`config.mk`:
```
export PLATFORM = sky130hd
export DESIGN_NAME = spi_master
export DESIGN_NICKNAME = d
export VERILOG_FILES = /design/src/rtl/spi_pkg.sv /design/src/rtl/spi_sclk_div.sv /design/src/rtl/spi_master.sv
export SDC_FILE = /design/constraint.sdc
export NUM_CORES = 1
export LEC_CHECK = 0
export CORE_MARGIN = 10
export CORE_UTILIZATION = 41
export DETAILED_ROUTE_END_ITERATION = 16
export PLACE_DENSITY_LB_ADDON = 0.12
export SETUP_SLACK_MARGIN = 0.02
export SLEW_MARGIN = 0
export SYNTH_ARGS = -nofsm -noshare
export SYNTH_HDL_FRONTEND = slang
export SYNTH_SLANG_ARGS = --single-unit
```
`constraint.sdc`:
```
create_clock -name clk -period 3.5 [get_ports clk]
set_clock_uncertainty 0.05 [all_clocks]
set_input_delay 0.7 -clock clk [delete_from_list [all_inputs] [get_ports clk]]
set_output_delay 0.7 -clock clk [all_outputs]
set_load 0.03 [all_outputs]
```
`src/rtl/spi_pkg.sv`:
```
// spi_pkg: shared types and constants for the SPI master slice.
//   spi_state_e : transfer FSM states
//   SPI_CPOL/SPI_CPHA : bus mode (mode 0: sclk idles low, capture on rising edge)
//   cnt_width() : width of a counter that must hold values 0..max_val
package spi_pkg;

  typedef enum logic [1:0] {
    IDLE,
    SETUP,
    XFER_HI,
    XFER_LO
  } spi_state_e;

  localparam logic SPI_CPOL = 1'b0;
  localparam logic SPI_CPHA = 1'b0;

  function automatic int unsigned cnt_width(input int unsigned max_val);
    return (max_val < 2) ? 1 : $clog2(max_val + 1);
  endfunction

endpackage

```
`src/rtl/spi_sclk_div.sv`:
```
// spi_sclk_div: half-period tick generator for the SPI master.
//   clk, rst_n : system clock, async active-low reset
//   en         : count while high; counter held at zero while low
//   clr        : synchronous restart of the count
//   tick       : one-cycle pulse on every CLK_DIV-th enabled cycle
module spi_sclk_div
  import spi_pkg::*;
#(
  parameter int unsigned CLK_DIV = 5
) (
  input  logic clk,
  input  logic rst_n,
  input  logic en,
  input  logic clr,
  output logic tick
);

  localparam int unsigned CW = cnt_width(CLK_DIV);
  localparam logic [CW-1:0] CNT_LAST = CW'(CLK_DIV - 1);

  logic [CW-1:0] cnt_q, cnt_d;

  always_comb begin
    tick  = en && (cnt_q == CNT_LAST);
    cnt_d = cnt_q + 1'b1;
    if (clr || !en || tick) begin
      cnt_d = '0;
    end
  end

  always_ff @(posedge clk or negedge rst_n) begin
    if (!rst_n) begin
      cnt_q <= '0;
    end else begin
      cnt_q <= cnt_d;
    end
  end

endmodule

```
`src/rtl/spi_master.sv`:
```
// spi_master: SPI mode-0 initiator, one WIDTH-bit word per transfer.
//   clk, rst_n     : system clock, async active-low reset
//   start, txData  : transfer request and word, taken when ready=1
//   ready          : idle, able to accept start
//   rxData/rxValid : received word and its one-cycle update strobe
//   sclk, cs_n     : serial clock (idles low) and active-low chip select
//   mosi, miso     : serial data out / in
// Build option: define SPI_LSB_FIRST_EN to shift LSB first (timing unchanged).
module spi_master
  import spi_pkg::*;
#(
  parameter int unsigned WIDTH   = 8,
  parameter int unsigned CLK_DIV = 5
) (
  input  logic             clk,
  input  logic             rst_n,
  input  logic             start,
  input  logic [WIDTH-1:0] txData,
  output logic             ready,
  output logic [WIDTH-1:0] rxData,
  output logic             rxValid,
  output logic             sclk,
  output logic             cs_n,
  output logic             mosi,
  input  logic             miso
);

  localparam int unsigned BW = cnt_width(WIDTH);
  localparam logic [BW-1:0] BIT_LAST = BW'(WIDTH);

  spi_state_e       state_q, state_d;
  logic [WIDTH-1:0] tx_shift_q, tx_shift_d;
  logic [WIDTH-1:0] rx_shift_q, rx_shift_d;
  logic [WIDTH-1:0] rx_data_q, rx_data_d;
  logic [BW-1:0]    bit_cnt_q, bit_cnt_d;
  logic             ready_q, ready_d;
  logic             rx_valid_q, rx_valid_d;
  logic             sclk_q, sclk_d;
  logic             cs_n_q, cs_n_d;
  logic             mosi_q, mosi_d;
  logic             accept, tick;

`ifdef SPI_LSB_FIRST_EN
  function automatic logic tx_head(input logic [WIDTH-1:0] v);
    return v[0];
  endfunction
  function automatic logic [WIDTH-1:0] tx_next(input logic [WIDTH-1:0] v);
    return {1'b0, v[WIDTH-1:1]};
  endfunction
  function automatic logic [WIDTH-1:0] rx_next(input logic [WIDTH-1:0] v, input logic b);
    return {b, v[WIDTH-1:1]};
  endfunction
`else
  function automatic logic tx_head(input logic [WIDTH-1:0] v);
    return v[WIDTH-1];
  endfunction
  function automatic logic [WIDTH-1:0] tx_next(input logic [WIDTH-1:0] v);
    return {v[WIDTH-2:0], 1'b0};
  endfunction
  function automatic logic [WIDTH-1:0] rx_next(input logic [WIDTH-1:0] v, input logic b);
    return {v[WIDTH-2:0], b};
  endfunction
`endif

  assign accept = start && ready_q;

  spi_sclk_div #(
    .CLK_DIV(CLK_DIV)
  ) u_div (
    .clk  (clk),
    .rst_n(rst_n),
    .en   (state_q != IDLE),
    .clr  (accept),
    .tick (tick)
  );

  always_comb begin
    state_d    = state_q;
    tx_shift_d = tx_shift_q;
    rx_shift_d = rx_shift_q;
    rx_data_d  = rx_data_q;
    bit_cnt_d  = bit_cnt_q;
    ready_d    = ready_q;
    rx_valid_d = 1'b0;
    sclk_d     = sclk_q;
    cs_n_d     = cs_n_q;
    mosi_d     = mosi_q;
    unique case (state_q)
      IDLE: begin
        if (accept) begin
          state_d    = SETUP;
          tx_shift_d = txData;
          mosi_d     = tx_head(txData);
          rx_shift_d = '0;
          bit_cnt_d  = '0;
          cs_n_d     = 1'b0;
          ready_d    = 1'b0;
        end
      end
      SETUP: begin
        if (tick) begin
          state_d    = XFER_HI;
          sclk_d     = ~SPI_CPOL;
          rx_shift_d = rx_next(rx_shift_q, miso);
          bit_cnt_d  = bit_cnt_q + 1'b1;
        end
      end
      XFER_HI: begin
        if (tick) begin
          state_d = XFER_LO;
          sclk_d  = SPI_CPOL;
          // after the last bit mosi is left alone; the final low phase is CS hold
          if (bit_cnt_q != BIT_LAST) begin
            tx_shift_d = tx_next(tx_shift_q);
            mosi_d     = tx_head(tx_next(tx_shift_q));
          end
        end
      end
      XFER_LO: begin
        if (tick) begin
          if (bit_cnt_q == BIT_LAST) begin
            state_d    = IDLE;
            cs_n_d     = 1'b1;
            ready_d    = 1'b1;
            rx_data_d  = rx_shift_q;
            rx_valid_d = 1'b1;
          end else begin
            state_d    = XFER_HI;
            sclk_d     = ~SPI_CPOL;
            rx_shift_d = rx_next(rx_shift_q, miso);
            bit_cnt_d  = bit_cnt_q + 1'b1;
          end
        end
      end
      default: state_d = IDLE;
    endcase
  end

  always_ff @(posedge clk or negedge rst_n) begin
    if (!rst_n) begin
      state_q    <= IDLE;
      tx_shift_q <= '0;
      rx_shift_q <= '0;
      rx_data_q  <= '0;
      bit_cnt_q  <= '0;
      ready_q    <= 1'b1;
      rx_valid_q <= 1'b0;
      sclk_q     <= SPI_CPOL;
      cs_n_q     <= 1'b1;
      mosi_q     <= 1'b0;
    end else begin
      state_q    <= state_d;
      tx_shift_q <= tx_shift_d;
      rx_shift_q <= rx_shift_d;
      rx_data_q  <= rx_data_d;
      bit_cnt_q  <= bit_cnt_d;
      ready_q    <= ready_d;
      rx_valid_q <= rx_valid_d;
      sclk_q     <= sclk_d;
      cs_n_q     <= cs_n_d;
      mosi_q     <= mosi_d;
    end
  end

  assign ready   = ready_q;
  assign rxData  = rx_data_q;
  assign rxValid = rx_valid_q;
  assign sclk    = sclk_q;
  assign cs_n    = cs_n_q;
  assign mosi    = mosi_q;

endmodule

```
==> impl_table.tex <==
\begin{tabular}{lr}
\hline
Metric & Value \\
\hline
\multicolumn{2}{l}{\textbf{Min path}} \\
\quad Worst hold path type & reg2reg \\
\quad Start point of the worst min-delay path & sclk \\
\multicolumn{2}{l}{\textbf{Critical path}} \\
\quad Worst R2R End & mosi \\
\quad Nature of the critical path startpoint & input port \\
\quad Path depth of the worst reg2reg path & 6 \\
\quad Internal reg-to-reg setup slack & 1.18 ns \\
\quad Cell family contributing the most delay on the critical path & compound AO/OA/AOI/OAI gates \\
\quad Buf/Inv on CP & 1 \\
\quad Capture point of the critical path & mosi \\
\quad Kind of capture point of the worst setup path & flop \\
\quad CP cell instances & clkdlybuf4s50\_1 > a21boi\_1 > o21ai\_1 > nand2\_1 > mux2\_1 \\
\quad Signal arrival time at the worst endpoint & 2.48 ns \\
\quad Worst reg2reg path startpoint & state\_q[0] \\
\quad Max stage delay cell, worst path & o21ai\_1 \\
\quad Required time at the worst-slack endpoint & 3.62 ns \\
\quad CP startpoint & start \\
\quad Type of the setup path with the least slack & in2reg \\
\quad Number of logic stages on the critical path including buffering & 5 \\
\quad Maximum fanout count along the critical path & 13 \\
\quad Longest individual stage delay on the worst path & 0.63 ns \\
\multicolumn{2}{l}{\textbf{CTS}} \\
\quad Clock tree root buffer cell & clkbuf\_8 \\
\quad Clock tree from TritonCTS & built \\
\quad Register clock-pin slew on the reported worst setup and hold paths & 0.07 ns \\
\quad Number of levels the H-tree was split into & 2 \\
\quad TritonCTS sink count & 36 \\
\quad Worst skew pair latency & 0.28 ns \\
\quad \# hold bufs at CTS & 0 \\
\quad Maximum count of clock buffers along a single path & 2 \\
\quad Clock buffers created by TritonCTS & 5 \\
\quad Count of cells resized by post-cts repair & 0 \\
\quad Total setup buffers inserted after CTS & 0 \\
\multicolumn{2}{l}{\textbf{STA}} \\
\quad Setup TNS after final layout & 0 ns \\
\quad Slew at the pin with the worst max-slew slack & 0.839 ns \\
\quad Hold Fails Final Rpt & 0 \\
\quad Highest achievable clock rate & 423 MHz \\
\quad Setup WS post-layout & 1.13 ns \\
\quad Final number of setup-violating endpoints & 0 \\
\quad Minimum clock period & 2.37 ns \\
\quad Worst slew margin relative to its limit & 43.7\% \\
\quad Number of slew-limit violations in the final report & 0 \\
\quad RSZ-0062 raised after global routing & no \\
\quad Worst-case hold slack & 0.455 ns \\
\quad Final critical-path share of the clock period & 67.6\% \\
\multicolumn{2}{l}{\textbf{Detailed routing}} \\
\quad Drt first-iter violations & 94 \\
\quad Vias per inst & 5.35 \\
\quad Number of design rule violations left after detail routing & 0 \\
\quad Final routed wire length divided by cell count & 15.2 um \\
\quad Detailed Route WL & 3.35 mm \\
\quad Router iterations before antenna repair & 4 \\
\quad Routed via count & 1176 \\
\quad Final ANT Viol Nets & 0 \\
\multicolumn{2}{l}{\textbf{Floorplanning}} \\
\quad Starting utilization of the core area & 42.9\% \\
\quad Floorplan core area & 0.00403 mm2 \\
\quad Num rows & 23 \\
\quad Die ar. & 0.00721 mm2 \\
\quad Vertical extent of the die & 84.9 um \\
\quad Width of the die & 84.9 um \\
\quad Number of I/O pins & 25 \\
\multicolumn{2}{l}{\textbf{Finish}} \\
\quad Antenna diodes & 0 \\
\quad Layout Area Growth over Synthesis & 21.6\% \\
\quad Area of all sequential standard cells & 902 um2 \\
\quad Fin cells & 220 \\
\quad FILL cells & 371 \\
\quad Nets@finish & 189 \\
\quad Multi-input logic area & 767 um2 \\
\quad Final instance area & 0.00210 mm2 \\
\quad Ratio of cells with drive above 1 in the final layout & 15.3\% \\
\quad Fin util & 52.2\% \\
\multicolumn{2}{l}{\textbf{Power}} \\
\quad Leak pwr & 0.949 nW \\
\quad Worst vdd rail ir drop & 0.000298 V \\
\quad Pwr dens & 717 mW/mm2 \\
\quad Total power draw & 1.51 mW \\
\multicolumn{2}{l}{\textbf{Synth}} \\
\quad Top-area cell type share of the netlist area & 50.7\% \\
\quad Cell types with the largest area share after synthesis & dfrtp\_1 (51\%), mux2\_2 (7.2\%), ha\_1 (5.8\%) \\
\quad Post-synthesis instance area & 0.00173 mm2 \\
\quad Cell type with the largest total area after synthesis & dfrtp\_1 \\
\quad Most frequently used flop master after synthesis & dfrtp\_1 \\
\quad Number of distinct standard cells referenced by the synthesized netlist & 37 \\
\quad Number of enable-type register cells in the synthesized netlist & 0 \\
\quad Fraction of the yosys area taken by sequential cells & 52.2\% \\
\quad Yosys warning total & 0 \\
\quad Seq cells post-synth & 36 \\
\quad Avg Synthesized Cell Area & 12.1 um2 \\
\quad Commonest cells in the synthesized netlist & dfrtp\_1 (35), mux2\_2 (11), a21oi\_1 (10), a22o\_1 (10), ha\_1 (8) \\
\quad Leading cell type by number of instances after synthesis & dfrtp\_1 \\
\quad Instance count of the mapped netlist & 143 \\
\quad Post-synthesis async set-or-reset flop share & 100\% \\
\quad Post-synthesis net count & 163 \\
\multicolumn{2}{l}{\textbf{Global route}} \\
\quad Maximum number of pins on one net before global-route repair & 37 \\
\quad Antenna violations before repair & 0 \\
\quad Global routing usage summed across all routing layers & 9.67\% \\
\quad Total congestion overflow & 0 \\
\quad Number of global-route vias before repair & 1237 \\
\quad Global-route wire length before repair & 5.89 mm \\
\multicolumn{2}{l}{\textbf{Placement}} \\
\quad Global placer's final weighted congestion & 0.762 \\
\quad Number of buffers inserted by port buffering & 24 \\
\quad Post-DP HPWL & 2.38 mm \\
\quad Post-placement cell count & 212 \\
\quad Worst slack at placement & 0.820 ns \\
\quad Post-DP Area & 0.00201 mm2 \\
\multicolumn{2}{l}{\textbf{Status}} \\
\quad Outcome & complete, no violations \\
\multicolumn{2}{l}{\textbf{Run}} \\
\quad Number of max-capacitance violations reported & 0 \\
\hline
\end{tabular}
how the worst min path moves through the flow:
stage / endpoint / depth (start not counted)
detailed placement: sclk / 1
CTS: sclk / 1
global placement: sclk / 1
finish: sclk / 1
floorplan: bit_cnt_q[0] / 0
global route: sclk / 1
routing by layer:
| layer | routed length [um] | GRT usage (%) | up-vias |
|---|---|---|---|
| li1 | - | - | 572 |
| met5 | 0 | 0 | - |
| met3 | 157 | 2.87 | 5 |
| met4 | 34 | 3.14 | 0 |
| met1 | 1490 | 11.4 | 577 |
| met2 | 1670 | 16.3 | 22 |
state kept, by name, indices dropped and copies added, names as in the netlist:
signal	count
bit_cnt_q	4
mosi	1
sclk	1
state_q	2
cs_n	1
rx_shift_q	8
rxValid	1
tx_shift_q	7
rxData	8
u_div.cnt_q	3
logic make-up after synthesis:
family,count (synthesis),share of synthesized area (%)
compound gates,39,15.5
xor+xnor,1,0.507
fa+ha+maj,8,5.79
buf+inv,13,3.47
flops,36,52.2
mux,18,11.3
simple gates,28,11.3
where the power goes:
group	switching [mW]	total [mW]	internal (mW)
combinational	0.379	0.639	0.260
sequential	0.0608	0.565	0.504
clock	0.145	0.305	0.160
placed cells by master (no fill, tap or decap), types with 2 or more instances in the layout:
| master | Yosys | layout |
|---|---|---|
| dfrtp_1 | 35 | 35 |
| clkdlybuf4s50_1 | 0 | 24 |
| mux2_2 | 11 | 11 |
| a21oi_1 | 10 | 10 |
| a22o_1 | 10 | 10 |
| ha_1 | 8 | 8 |
| nor2_1 | 7 | 7 |
| a31oi_1 | 7 | 7 |
| inv_1 | 6 | 6 |
| mux2i_1 | 6 | 6 |
| clkbuf_8 | 0 | 6 |
| nand2_1 | 4 | 4 |
| nor2b_1 | 4 | 4 |
| and3_1 | 2 | 2 |
| and3b_1 | 2 | 2 |
| o21ai_1 | 2 | 2 |
| nand3_1 | 2 | 2 |
| o21ai_0 | 2 | 2 |
| buf_4 | 1 | 2 |
layout make-up:
class | count | area share, %
Inverter | 6 | 1.07
Multi-Input combinational cell | 94 | 36.5
Sequential cell | 36 | 42.9
Tap cell | 50 | 2.97
Clock inverter | 1 | 0.357
Clock buffer | 7 | 4.10
Timing Repair Buffer | 26 | 12.1
(Power assumes the default switching activity.)
